===== config.mk =====
export PLATFORM = sky130hd
export DESIGN_NAME = vregfile_arbiter
export DESIGN_NICKNAME = d
export VERILOG_FILES = /design/src/rtl/vregfile_arbiter.sv
export SDC_FILE = /design/constraint.sdc
export NUM_CORES = 1
export LEC_CHECK = 0
export ABC_AREA = 1
export BUFFER_PORTS_ARGS = -buffer_cell sky130_fd_sc_hd__clkbuf_2
export CORE_MARGIN = 2
export CORE_UTILIZATION = 35
export DETAILED_ROUTE_END_ITERATION = 10
export PLACE_DENSITY = 0.73
export SLEW_MARGIN = 15
export SYNTH_ARGS = -nofsm -noshare
export SYNTH_HDL_FRONTEND = slang
export SYNTH_SLANG_ARGS = --single-unit

===== constraint.sdc =====
create_clock -name clk -period 3.4 [get_ports clk]
set_clock_uncertainty 0.1 [all_clocks]
set_input_delay 0.34 -clock clk [delete_from_list [all_inputs] [get_ports clk]]
set_output_delay 0.34 -clock clk [all_outputs]
set_load 0.02 [all_outputs]

===== src/rtl/vregfile_arbiter.sv =====
// Two-port access arbiter for a vector register file: independent 2-way round-robin
// arbitration of the read and write ports, 1-cycle read return with write-to-read bypass.
module vregfile_arbiter #(
    parameter int WIDTH       = 32,
    parameter int NUMREGS     = 16,
    parameter int LOG2NUMREGS = 4
) (
    input  logic                   clk,
    input  logic                   resetn,
    input  logic [1:0]             rd_req,
    input  logic [LOG2NUMREGS-1:0] rd_reg0,
    input  logic [LOG2NUMREGS-1:0] rd_reg1,
    output logic [1:0]             rd_gnt,
    output logic                   rd_valid,
    output logic                   rd_id,
    output logic [WIDTH-1:0]       rd_data,
    input  logic [1:0]             wr_req,
    input  logic [LOG2NUMREGS-1:0] wr_reg0,
    input  logic [LOG2NUMREGS-1:0] wr_reg1,
    input  logic [WIDTH-1:0]       wr_data0,
    input  logic [WIDTH-1:0]       wr_data1,
    output logic [1:0]             wr_gnt,
    output logic [LOG2NUMREGS-1:0] a_reg,
    output logic                   a_en,
    input  logic [WIDTH-1:0]       a_readdataout,
    output logic [LOG2NUMREGS-1:0] c_reg,
    output logic [WIDTH-1:0]       c_writedatain,
    output logic                   c_we
);

    if (NUMREGS > (1 << LOG2NUMREGS)) begin : g_bad_params
        $error("NUMREGS does not fit in LOG2NUMREGS address bits");
    end

    // Pointer value is the agent that wins when both request.
    logic             rd_ptr_q, rd_ptr_d;
    logic             wr_ptr_q, wr_ptr_d;
    logic             rd_valid_q;
    logic             rd_id_q;
    logic             byp_q, byp_d;
    logic [WIDTH-1:0] byp_data_q, byp_data_d;

    always_comb begin
        rd_gnt = 2'b00;
        if (resetn) begin
            case (rd_req)
                2'b01:   rd_gnt = 2'b01;
                2'b10:   rd_gnt = 2'b10;
                2'b11:   rd_gnt = rd_ptr_q ? 2'b10 : 2'b01;
                default: rd_gnt = 2'b00;
            endcase
        end
    end

    always_comb begin
        wr_gnt = 2'b00;
        if (resetn) begin
            case (wr_req)
                2'b01:   wr_gnt = 2'b01;
                2'b10:   wr_gnt = 2'b10;
                2'b11:   wr_gnt = wr_ptr_q ? 2'b10 : 2'b01;
                default: wr_gnt = 2'b00;
            endcase
        end
    end

    always_comb begin
        rd_ptr_d = rd_ptr_q;
        if (rd_gnt[0])      rd_ptr_d = 1'b1;
        else if (rd_gnt[1]) rd_ptr_d = 1'b0;
        wr_ptr_d = wr_ptr_q;
        if (wr_gnt[0])      wr_ptr_d = 1'b1;
        else if (wr_gnt[1]) wr_ptr_d = 1'b0;
    end

    always_comb begin
        a_en          = |rd_gnt;
        a_reg         = rd_gnt[1] ? rd_reg1 : (rd_gnt[0] ? rd_reg0 : '0);
        c_we          = |wr_gnt;
        c_reg         = wr_gnt[1] ? wr_reg1 : (wr_gnt[0] ? wr_reg0 : '0);
        c_writedatain = wr_gnt[1] ? wr_data1 : (wr_gnt[0] ? wr_data0 : '0);
    end

    // The RAM returns stale data on a same-address read/write, so capture the write data.
    always_comb begin
        byp_d      = a_en && c_we && (a_reg == c_reg);
        byp_data_d = byp_d ? c_writedatain : '0;
    end

    always_ff @(posedge clk or negedge resetn) begin
        if (!resetn) begin
            rd_ptr_q   <= 1'b0;
            wr_ptr_q   <= 1'b0;
            rd_valid_q <= 1'b0;
            rd_id_q    <= 1'b0;
            byp_q      <= 1'b0;
            byp_data_q <= '0;
        end else begin
            rd_ptr_q   <= rd_ptr_d;
            wr_ptr_q   <= wr_ptr_d;
            rd_valid_q <= a_en;
            rd_id_q    <= rd_gnt[1];
            byp_q      <= byp_d;
            byp_data_q <= byp_data_d;
        end
    end

    always_comb begin
        rd_valid = rd_valid_q;
        rd_id    = rd_valid_q & rd_id_q;
        rd_data  = '0;
        if (rd_valid_q) rd_data = byp_q ? byp_data_q : a_readdataout;
    end

endmodule

==> summary.txt, run 1 <==
Uppermost routed layer - met4
Clock root buffer - clkbuf_8
Area leader, netlist - dfrtp_1
Post-synthesis mux area share - 0%
Post-Syn Nets - 506
Initial Util - 36.1%
Psw - 0.428 mW
CTS resizes - 0
Initial antenna violation count - 0
Worst Setup Start Kind - flip-flop
Worst skew pair latency - 0.28 ns
Distinct cells, synth - 19
Avg Synthesized Cell Area - 6.33 µm²
Max VDD drop - 0.121 mV
Total track usage - 18.7%
Worst r2r src - wr_ptr_q
Final core area utilization - 52.4%
Wire per inst - 10.9 µm
Total gr overflow - 0
CTS clk-pin slew, worst paths - 0.07 ns
Share of post-route cells with drive strength above 1 - 37.6%
Synth Instances - 388
Sw Ratio - 36.7%
Relative slew slack - 29.1%
Die ar. - 7700 µm²
Synth top area share - 37.7%
Drt first-iter violations - 29
Worst EP arrival - 2.13 ns
Filler cell count - 711
Worst R2R Path Depth - 8
Row count - 30
Largest net degree at the start of global routing - 40
Adder-Cell Fraction of Synth Area - 0%
Internal Power - 0.740 mW
Wirelength, routed - 7.33 mm
Drt pass-1 iters - 4
Area of the core - 6790 µm²
Crit end category - output pin
Clock Tree Buf Depth - 2
R2R Path End - byp_data_q[14]
Hold buffer count at CTS - 0
Register-to-register setup slack - 1.15 ns
Setup bufs post-CTS - 0
Diode count - 0
First-pass GRT wire length - 11.4 mm
Clock power frac - 24.8%
Area grow syn2layout - 44.9%
CTS Buf Count - 5
Max Cap Viol - 0
Drt drc - 0
Status - finished, final reports clean
IO buf count - 197
Synth cell count leaders - 114 x inv_1, 98 x nor2_1, 37 x dfrtp_1
Placer Congestion - 0.829
Final hold vios - 0
Final-report max-slew violation count - 0
DIE WIDTH - 87.8 µm
Met2 WL - 3.67 mm
Async SR Flop Fraction - 100%
Setup TNS - 0 ns
Period utilization - 75.7%
Simple-gate area share of the yosys netlist - 24.0%
Sequential share of the synthesized area - 37.7%
Most common cell in the netlist - inv_1
Leakage - 2.38 nW
Pwr dens - 328 nW/µm²
Htree depth - 2
Synth Area in XOR/XNOR - 0%
Via count - 2,901
Unrepaired setup endpoints after global routing - false
# IOs - 198
Clock sinks - 37
Setup CP Type - flip-flop to output pin
Seq cells post-synth - 37
EDFF count, synth - 0
Post-DP HPWL - 5.81 mm
Nets - 692
Crit-path max FO - 33
Prevailing post-synth register cell - dfrtp_1
Vias in the first global route - 2,693
Share of power burned in combinational logic - 35.5%
Worst slew pin tran - 1.06 ns
Required @ worst endpoint - 2.96 ns
FMAX - 388 MHz
Largest cells by area after synthesis - dfrtp_1 38%, inv_1 17%, nor2_1 15%
YS warnings - 0
Largest family of logic cells by synthesized area - simple AND/OR/NAND/NOR gates
DIE HEIGHT - 87.8 µm
Min Tclk post-route - 2.57 ns
Post-detailed-route count of antenna-violating nets - 0
CTS tree - done
Final setup vio count - 0
Synth Area in Compound Gates - 16.5%
DR WL met3 - 447 µm
Metal-1 WL - 3.11 mm
Cell Area, Synth - 2450 µm²
Vias per inst - 4.32
HP Class - input port to asynchronous set/reset pin
Seq pwr share - 39.7%
==> flip-flops by register name (all words and copies together), names as in the netlist <==
signal      count
wr_ptr_q        1
rd_ptr_q        1
rd_id_q         1
byp_q           1
byp_data_q     32
rd_valid        1
==> logic make-up after synthesis <==
| logic type | after synthesis |
|---|---|
| simple gates | 146 |
| flops | 37 |
| buf+inv | 135 |
| compound gates | 70 |
==> final cells by class <==
cell class              count  area [µm²]  area share [%]
clock inverters             3        17.5           0.492
repair buffers            199        1000            28.1
clock buffers               5        68.8            1.93
well taps                  96         120            3.38
inverters                 115         432            12.1
multi-input cells         216         992            27.9
flip-flops and latches     37         926            26.0
==> worst max-delay path: stages (launching register included) <==
cell,delay [ns]
dfrtp_1,0.39
nand2_1,0.13
inv_1,0.05
nor2_1,0.16
inv_1,0.49
o22ai_1,0.41
clkbuf_2,0.23
==> power by group through the flow <==
stage | Sequential (mW) | Clock (mW) | Combinational (mW)
after floorplan | 0.466 | 0 | 0.253
after global placement | 0.472 | 0 | 0.411
after detailed placement | 0.472 | 0 | 0.418
after CTS | 0.464 | 0.305 | 0.419
after global routing | 0.465 | 0.320 | 0.460
final | 0.464 | 0.289 | 0.415
==> placed cells by master (no fill, tap or decap), types with 2 or more instances in the layout <==
cell	netlist	layout
clkbuf_8	0	5
nor2_2	2	2
clkinv_2	0	2
clkbuf_2	0	197
buf_4	2	2
inv_1	114	114
a21oi_2	2	2
nor2_1	98	98
dfrtp_1	37	37
o22ai_1	32	32
nand2_2	2	2
nand3_1	13	13
o21ai_0	33	33
nand2_1	30	30
==> worst max-delay path by stage <==
| stage | from | to | cells after the start |
|---|---|---|---|
| after floorplan | wr_ptr_q | c_writedatain[10] | 6 |
| after global placement | resetn | byp_data_q[11] | 12 |
| after detailed placement | resetn | byp_data_q[7] | 10 |
| after CTS | wr_ptr_q | c_writedatain[1] | 6 |
| after global routing | wr_ptr_q | c_writedatain[30] | 6 |
| final | wr_ptr_q | c_writedatain[30] | 6 |
==> per-stage QoR <==
step	cell area (µm²)	setup slack [ns]	total power [mW]	std cells	hold WS (ns)
final	3560	0.826	1.17	671	0.0388
after global routing	3560	0.607	1.25	671	0.0854
after CTS	3560	0.827	1.19	671	0.0446
after detailed placement	3470	0.947	0.890	663	0.358
after global placement	3470	1.07	0.883	663	0.347
after floorplan	2450	1.62	0.719	388	-0.0556
==> routing by layer <==
metal / track usage, % / up-vias
li1: - / 1522
met1: 21.6 / 1261
met2: 34.2 / 112
met3: 3.49 / 6
met4: 6.57 / 0
met5: 0 / -
(Power assumes the default switching activity.)
==> run 2: changes to the inputs <==
PLACE_DENSITY = 0.76   (was 0.73)
clock period = 2.2 ns   (was 3.4 ns; I/O delays follow)
==> summary.txt, run 2 (same netlist as run 1, synthesis figures left out) <==
Vias in the first global route - 2,752 (+2.2%)
Worst r2r src - wr_ptr_q
Placed instance count - 669 (+0.90%)
Setup CP Type - flip-flop to output pin
Final hold vios - 0 (unchanged)
DIE WIDTH - 87.8 µm (unchanged)
Nets - 699 (+1.0%)
Most frequent CP cell - inv_1
# IOs - 198 (unchanged)
Setup TNS - 0 ns (unchanged)
HP Class - input port to flip-flop
Diode count - 0 (unchanged)
Clock Tree Buf Depth - 2 (unchanged)
Most frequent cells in the layout - 197 x clkbuf_2, 114 x inv_1, 98 x nor2_1
Fin area - 3640 µm² (+2.3%)
Hold WS - 0.0836 ns (+0.0448 ns)
Required @ worst endpoint - 1.88 ns (-1.08 ns)
Drt pass-1 iters - 4 (unchanged)
Max reg flops - 32 (unchanged)
Clock root buffer - clkbuf_8
Placer Congestion - 0.894 (+7.9%)
Initial Util - 36.1% (unchanged)
Total power - 1.82 mW (+56%)
Via count - 2,989 (+3.0%)
Max VDD drop - 0.238 mV (+97%)
Final-report max-slew violation count - 0 (unchanged)
Total track usage - 18.7% (+0.036 points)
Final Non-Filler Cells - 678 (+1.0%)
Vias per inst - 4.41 (+2.0%)
Placed cell area - 3530 µm² (+1.7%)
Hold_sp - rd_req[0]
Area grow syn2layout - 48.2%
Final setup vio count - 0 (unchanged)
Area of the core - 6790 µm² (unchanged)
Share of post-route cells with drive strength above 1 - 38.3% (+0.75 points)
Leakage - 2.43 nW (+1.9%)
Wirelength, routed - 7.53 mm (+2.7%)
Drt first-iter violations - 60 (+110%)
Final core area utilization - 53.5% (+1.2 points)
Largest net degree at the start of global routing - 34 (-15%)
First-pass GRT wire length - 11.4 mm (+0.18%)
Commonest non-fill, non-tap cell in the layout - clkbuf_2
Drt drc - 0 (unchanged)
CP max stage cell - dfrtp_1
Dpl ws - 0.298 ns (-0.648 ns)
Slowest cell delay on critical path - 0.39 ns (-0.10 ns)
Most flops, register - byp_data_q
Unrepaired setup endpoints after global routing - true
CTS Buf Count - 5 (unchanged)
Max Cap Viol - 0 (unchanged)
Htree depth - 2 (unchanged)
Post-detailed-route count of antenna-violating nets - 0 (unchanged)
Die ar. - 7700 µm² (unchanged)
Initial antenna violation count - 0 (unchanged)
Crit. Startpoint - wr_ptr_q
Worst EP arrival - 1.76 ns (-0.37 ns)
Period utilization - 94.6%
Worst setup margin - 0.119 ns (-0.706 ns)
CTS tree - done
Pwr dens - 500 nW/µm² (+52%)
Relative slew slack - 74.2% (+45 points)
Crit path cell chain - nand2_1 -> inv_1 -> nor2_1 -> inv_1 -> buf_4 -> o22ai_1 -> clkbuf_2
Total gr overflow - 0 (unchanged)
Wire per inst - 11.1 µm (+1.7%)
FMAX - 481 MHz
Crit-path max FO - 21 (-36%)
Worst Setup Start Kind - flip-flop
Min Tclk post-route - 2.08 ns
Post-DP HPWL - 6.09 mm (+4.7%)
Filler cell count - 683 (-3.9%)
IO buf count - 197 (unchanged)
Status - finished, final reports clean
Crit end category - output pin
Worst skew pair latency - 0.28 ns (about the same)
CTS clk-pin slew, worst paths - 0.07 ns (about the same)
DIE HEIGHT - 87.8 µm (unchanged)
Clock sinks - 37 (unchanged)
Worst slew pin tran - 0.386 ns (-0.676 ns)
Row count - 30 (unchanged)
run 2: final cells by class:
type                            count  area [µm²]  share of cell area [%]
Tap cell                           96         120                    3.30
Clock inverter                      2        10.0                   0.275
Inverter                          115         432                    11.9
Clock buffer                        6        72.6                    2.00
Timing Repair Buffer              206        1070                    29.5
Multi-Input combinational cell    216        1000                    27.6
Sequential cell                    37         926                    25.5
run 2: report_power, final:
part           internal, mW  switching (mW)  total (mW)
Clock                 0.219           0.224       0.443
Combinational         0.241           0.426       0.667
Sequential            0.697          0.0118       0.709
Total                  1.16           0.662        1.82
run 2: what timing repair did:
item | in CTS | in global routing
endpoints found under the setup margin | 0 | 4
setup buffers | 0 | 0
gates resized for setup | 0 | 3
hold buffers | 1 | 0
hold endpoints to repair | 37 | 0
run 2: critical path, delay by kind of cell (launching register included):
kind                   cells  cell delay [ns]
AO/OA/AOI/OAI              1             0.21
buffers and inverters      4             0.57
flip-flops                 1             0.39
AND/OR/NAND/NOR            2             0.30
run 2: final timing paths:
| path | depth (start not counted) | end | slack [ns] |
|---|---|---|---|
| setup reg to reg | 8 | byp_data_q[18] | 0.27 |
| hold / removal | 2 | rd_id_q | 0.08 |
| setup / recovery | 7 | c_writedatain[16] | 0.12 |
| max in group asynchronous | 3 | byp_data_q[18] | 1.32 |
| hold reg to reg | 2 | wr_ptr_q | 0.49 |
| min in group asynchronous | 3 | rd_ptr_q | 0.42 |
run 2: metal layers:
metal | vias up | GRT usage [%] | share of wire (%)
li1 | 1535 | - | -
met1 | 1332 | 20.4 | 41
met2 | 114 | 35.9 | 52
met3 | 8 | 2.54 | 5.8
met4 | 0 | 7.69 | 1.2
met5 | - | 0 | 0
==> run 3: changes to the inputs <==
clock period = 1.82 ns   (was 2.2 ns; I/O delays follow)
==> summary.txt, run 3 (same netlist as run 1, synthesis figures left out) <==
Pwr dens - 566 nW/µm² (+13%)
DIE WIDTH - 87.8 µm (unchanged)
Placer Congestion - 0.848 (-5.2%)
Max VDD drop - 0.309 mV (+30%)
Total track usage - 21.0% (+2.4 points)
Worst EP arrival - 1.53 ns (-0.23 ns)
Crit-path max FO - 12 (-43%)
Row count - 30 (unchanged)
Share of post-route cells with drive strength above 1 - 46.3% (+8.0 points)
Vias in the first global route - 2,938 (+6.8%)
Most frequent cells in the layout - 165 x clkbuf_2, 112 x inv_1, 94 x nor2_1
Diode count - 0 (unchanged)
Vias per inst - 4.65 (+5.5%)
Status - finished, final reports clean
Max Cap Viol - 0 (unchanged)
Clock Tree Buf Depth - 2 (unchanged)
Wire per inst - 13.4 µm (+21%)
Final hold vios - 0 (unchanged)
IO buf count - 197 (unchanged)
# IOs - 198 (unchanged)
HP Class - input port to flip-flop
Final setup vio count - 0 (unchanged)
Die ar. - 7700 µm² (unchanged)
Commonest non-fill, non-tap cell in the layout - clkbuf_2
Post-DP HPWL - 6.30 mm (+3.6%)
Area of the core - 6790 µm² (unchanged)
DIE HEIGHT - 87.8 µm (unchanged)
Wirelength, routed - 9.30 mm (+24%)
Leakage - 2.66 nW (+9.6%)
Worst setup margin - 0.00980 ns (-0.109 ns)
Htree depth - 2 (unchanged)
Worst Setup Start Kind - flip-flop
Period utilization - 99.5%
Largest net degree at the start of global routing - 25 (-26%)
Setup CP Type - flip-flop to output pin
CTS tree - done
First-pass GRT wire length - 12.8 mm (+12%)
Worst skew pair latency - 0.29 ns (about the same)
Total power - 2.54 mW (+40%)
Max reg flops - 32 (unchanged)
Nets - 713 (+2.0%)
Relative slew slack - 80.9% (+6.6 points)
Unrepaired setup endpoints after global routing - true
FMAX - 552 MHz
Drt drc - 0 (unchanged)
Total gr overflow - 0 (unchanged)
Crit end category - output pin
Most flops, register - byp_data_q
Final core area utilization - 66.1% (+13 points)
CTS Buf Count - 5 (unchanged)
Area grow syn2layout - 82.9%
Via count - 3,217 (+7.6%)
Drt pass-1 iters - 5 (+1)
Min Tclk post-route - 1.81 ns
Final-report max-slew violation count - 0 (unchanged)
Clock root buffer - clkbuf_8
Dpl ws - 0.0913 ns (-0.207 ns)
Clock sinks - 37 (unchanged)
Post-detailed-route count of antenna-violating nets - 0 (unchanged)
Initial Util - 36.1% (unchanged)
Drt first-iter violations - 58 (-3.3%)
Hold WS - 0.0242 ns (-0.0594 ns)
Worst slew pin tran - 0.287 ns (-0.0994 ns)
Required @ worst endpoint - 1.54 ns (-0.34 ns)
Initial antenna violation count - 0 (unchanged)
CTS clk-pin slew, worst paths - 0.08 ns (about the same)
run 3: per-layer routing:
metal	GRT usage [%]	routed length, µm
met4	7.55	175
met5	0	0
met1	24.2	3530
met3	2.92	534
met2	39.5	5070
run 3: worst paths after layout:
| check | endpoint | depth (start not counted) | slack (ns) | start |
|---|---|---|---|---|
| max | c_writedatain[8] | 7 | 0.01 | wr_ptr_q |
| min | rd_id_q | 2 | 0.02 | rd_req[0] |
| max reg2reg | byp_data_q[29] | 9 | 0.13 | wr_ptr_q |
| min reg2reg | rd_ptr_q | 2 | 0.51 | rd_ptr_q |
| max in group asynchronous | byp_data_q[16] | 3 | 0.98 | resetn |
| min in group asynchronous | rd_ptr_q | 3 | 0.37 | resetn |
run 3: critical path: stages (launching register included):
cell and delay, ns:
dfrtp_1 0.40, nand2_2 0.07, inv_1 0.06, nor2_4 0.15
inv_4 0.08, buf_12 0.17, o22ai_4 0.16, buf_8 0.14
run 3: metrics by stage:
| stage | instances | setup TNS (ns) | instance area, µm² |
|---|---|---|---|
| global route | 692 | -1.10 | 4490 |
| finish | 692 | 0 | 4490 |
| floorplan | 388 | 0 | 2450 |
| CTS | 683 | 0 | 4110 |
| detailed placement | 674 | 0 | 3580 |
| global placement | 674 | 0 | 3580 |
run 3: final cells by class:
| class | instances | area (µm²) |
|---|---|---|
| repair buffers | 220 | 1520 |
| inverters | 115 | 434 |
| flip-flops and latches | 37 | 927 |
| well taps | 96 | 120 |
| multi-input cells | 216 | 1410 |
| clock buffers | 6 | 72.6 |
| clock inverters | 2 | 10.0 |
| fillers | 574 | 2300 |
run 3: where the power goes:
group | internal (mW) | total, mW | leakage (nW) | switching (mW)
Sequential | 0.843 | 0.860 | 0.507 | 0.0175
Combinational | 0.478 | 1.12 | 2.11 | 0.644
Clock | 0.266 | 0.559 | 0.0450 | 0.293
Total | 1.59 | 2.54 | 2.66 | 0.955
run 3: what timing repair did:
item | in CTS | in global routing
pin swaps | 0 | 5
resized for setup | 93 | 84
setup buffers | 0 | 5
endpoints found under the hold margin | 37 | 0
endpoints found under the setup margin | 32 | 69
hold buffers | 1 | 0
cloned | 0 | 4
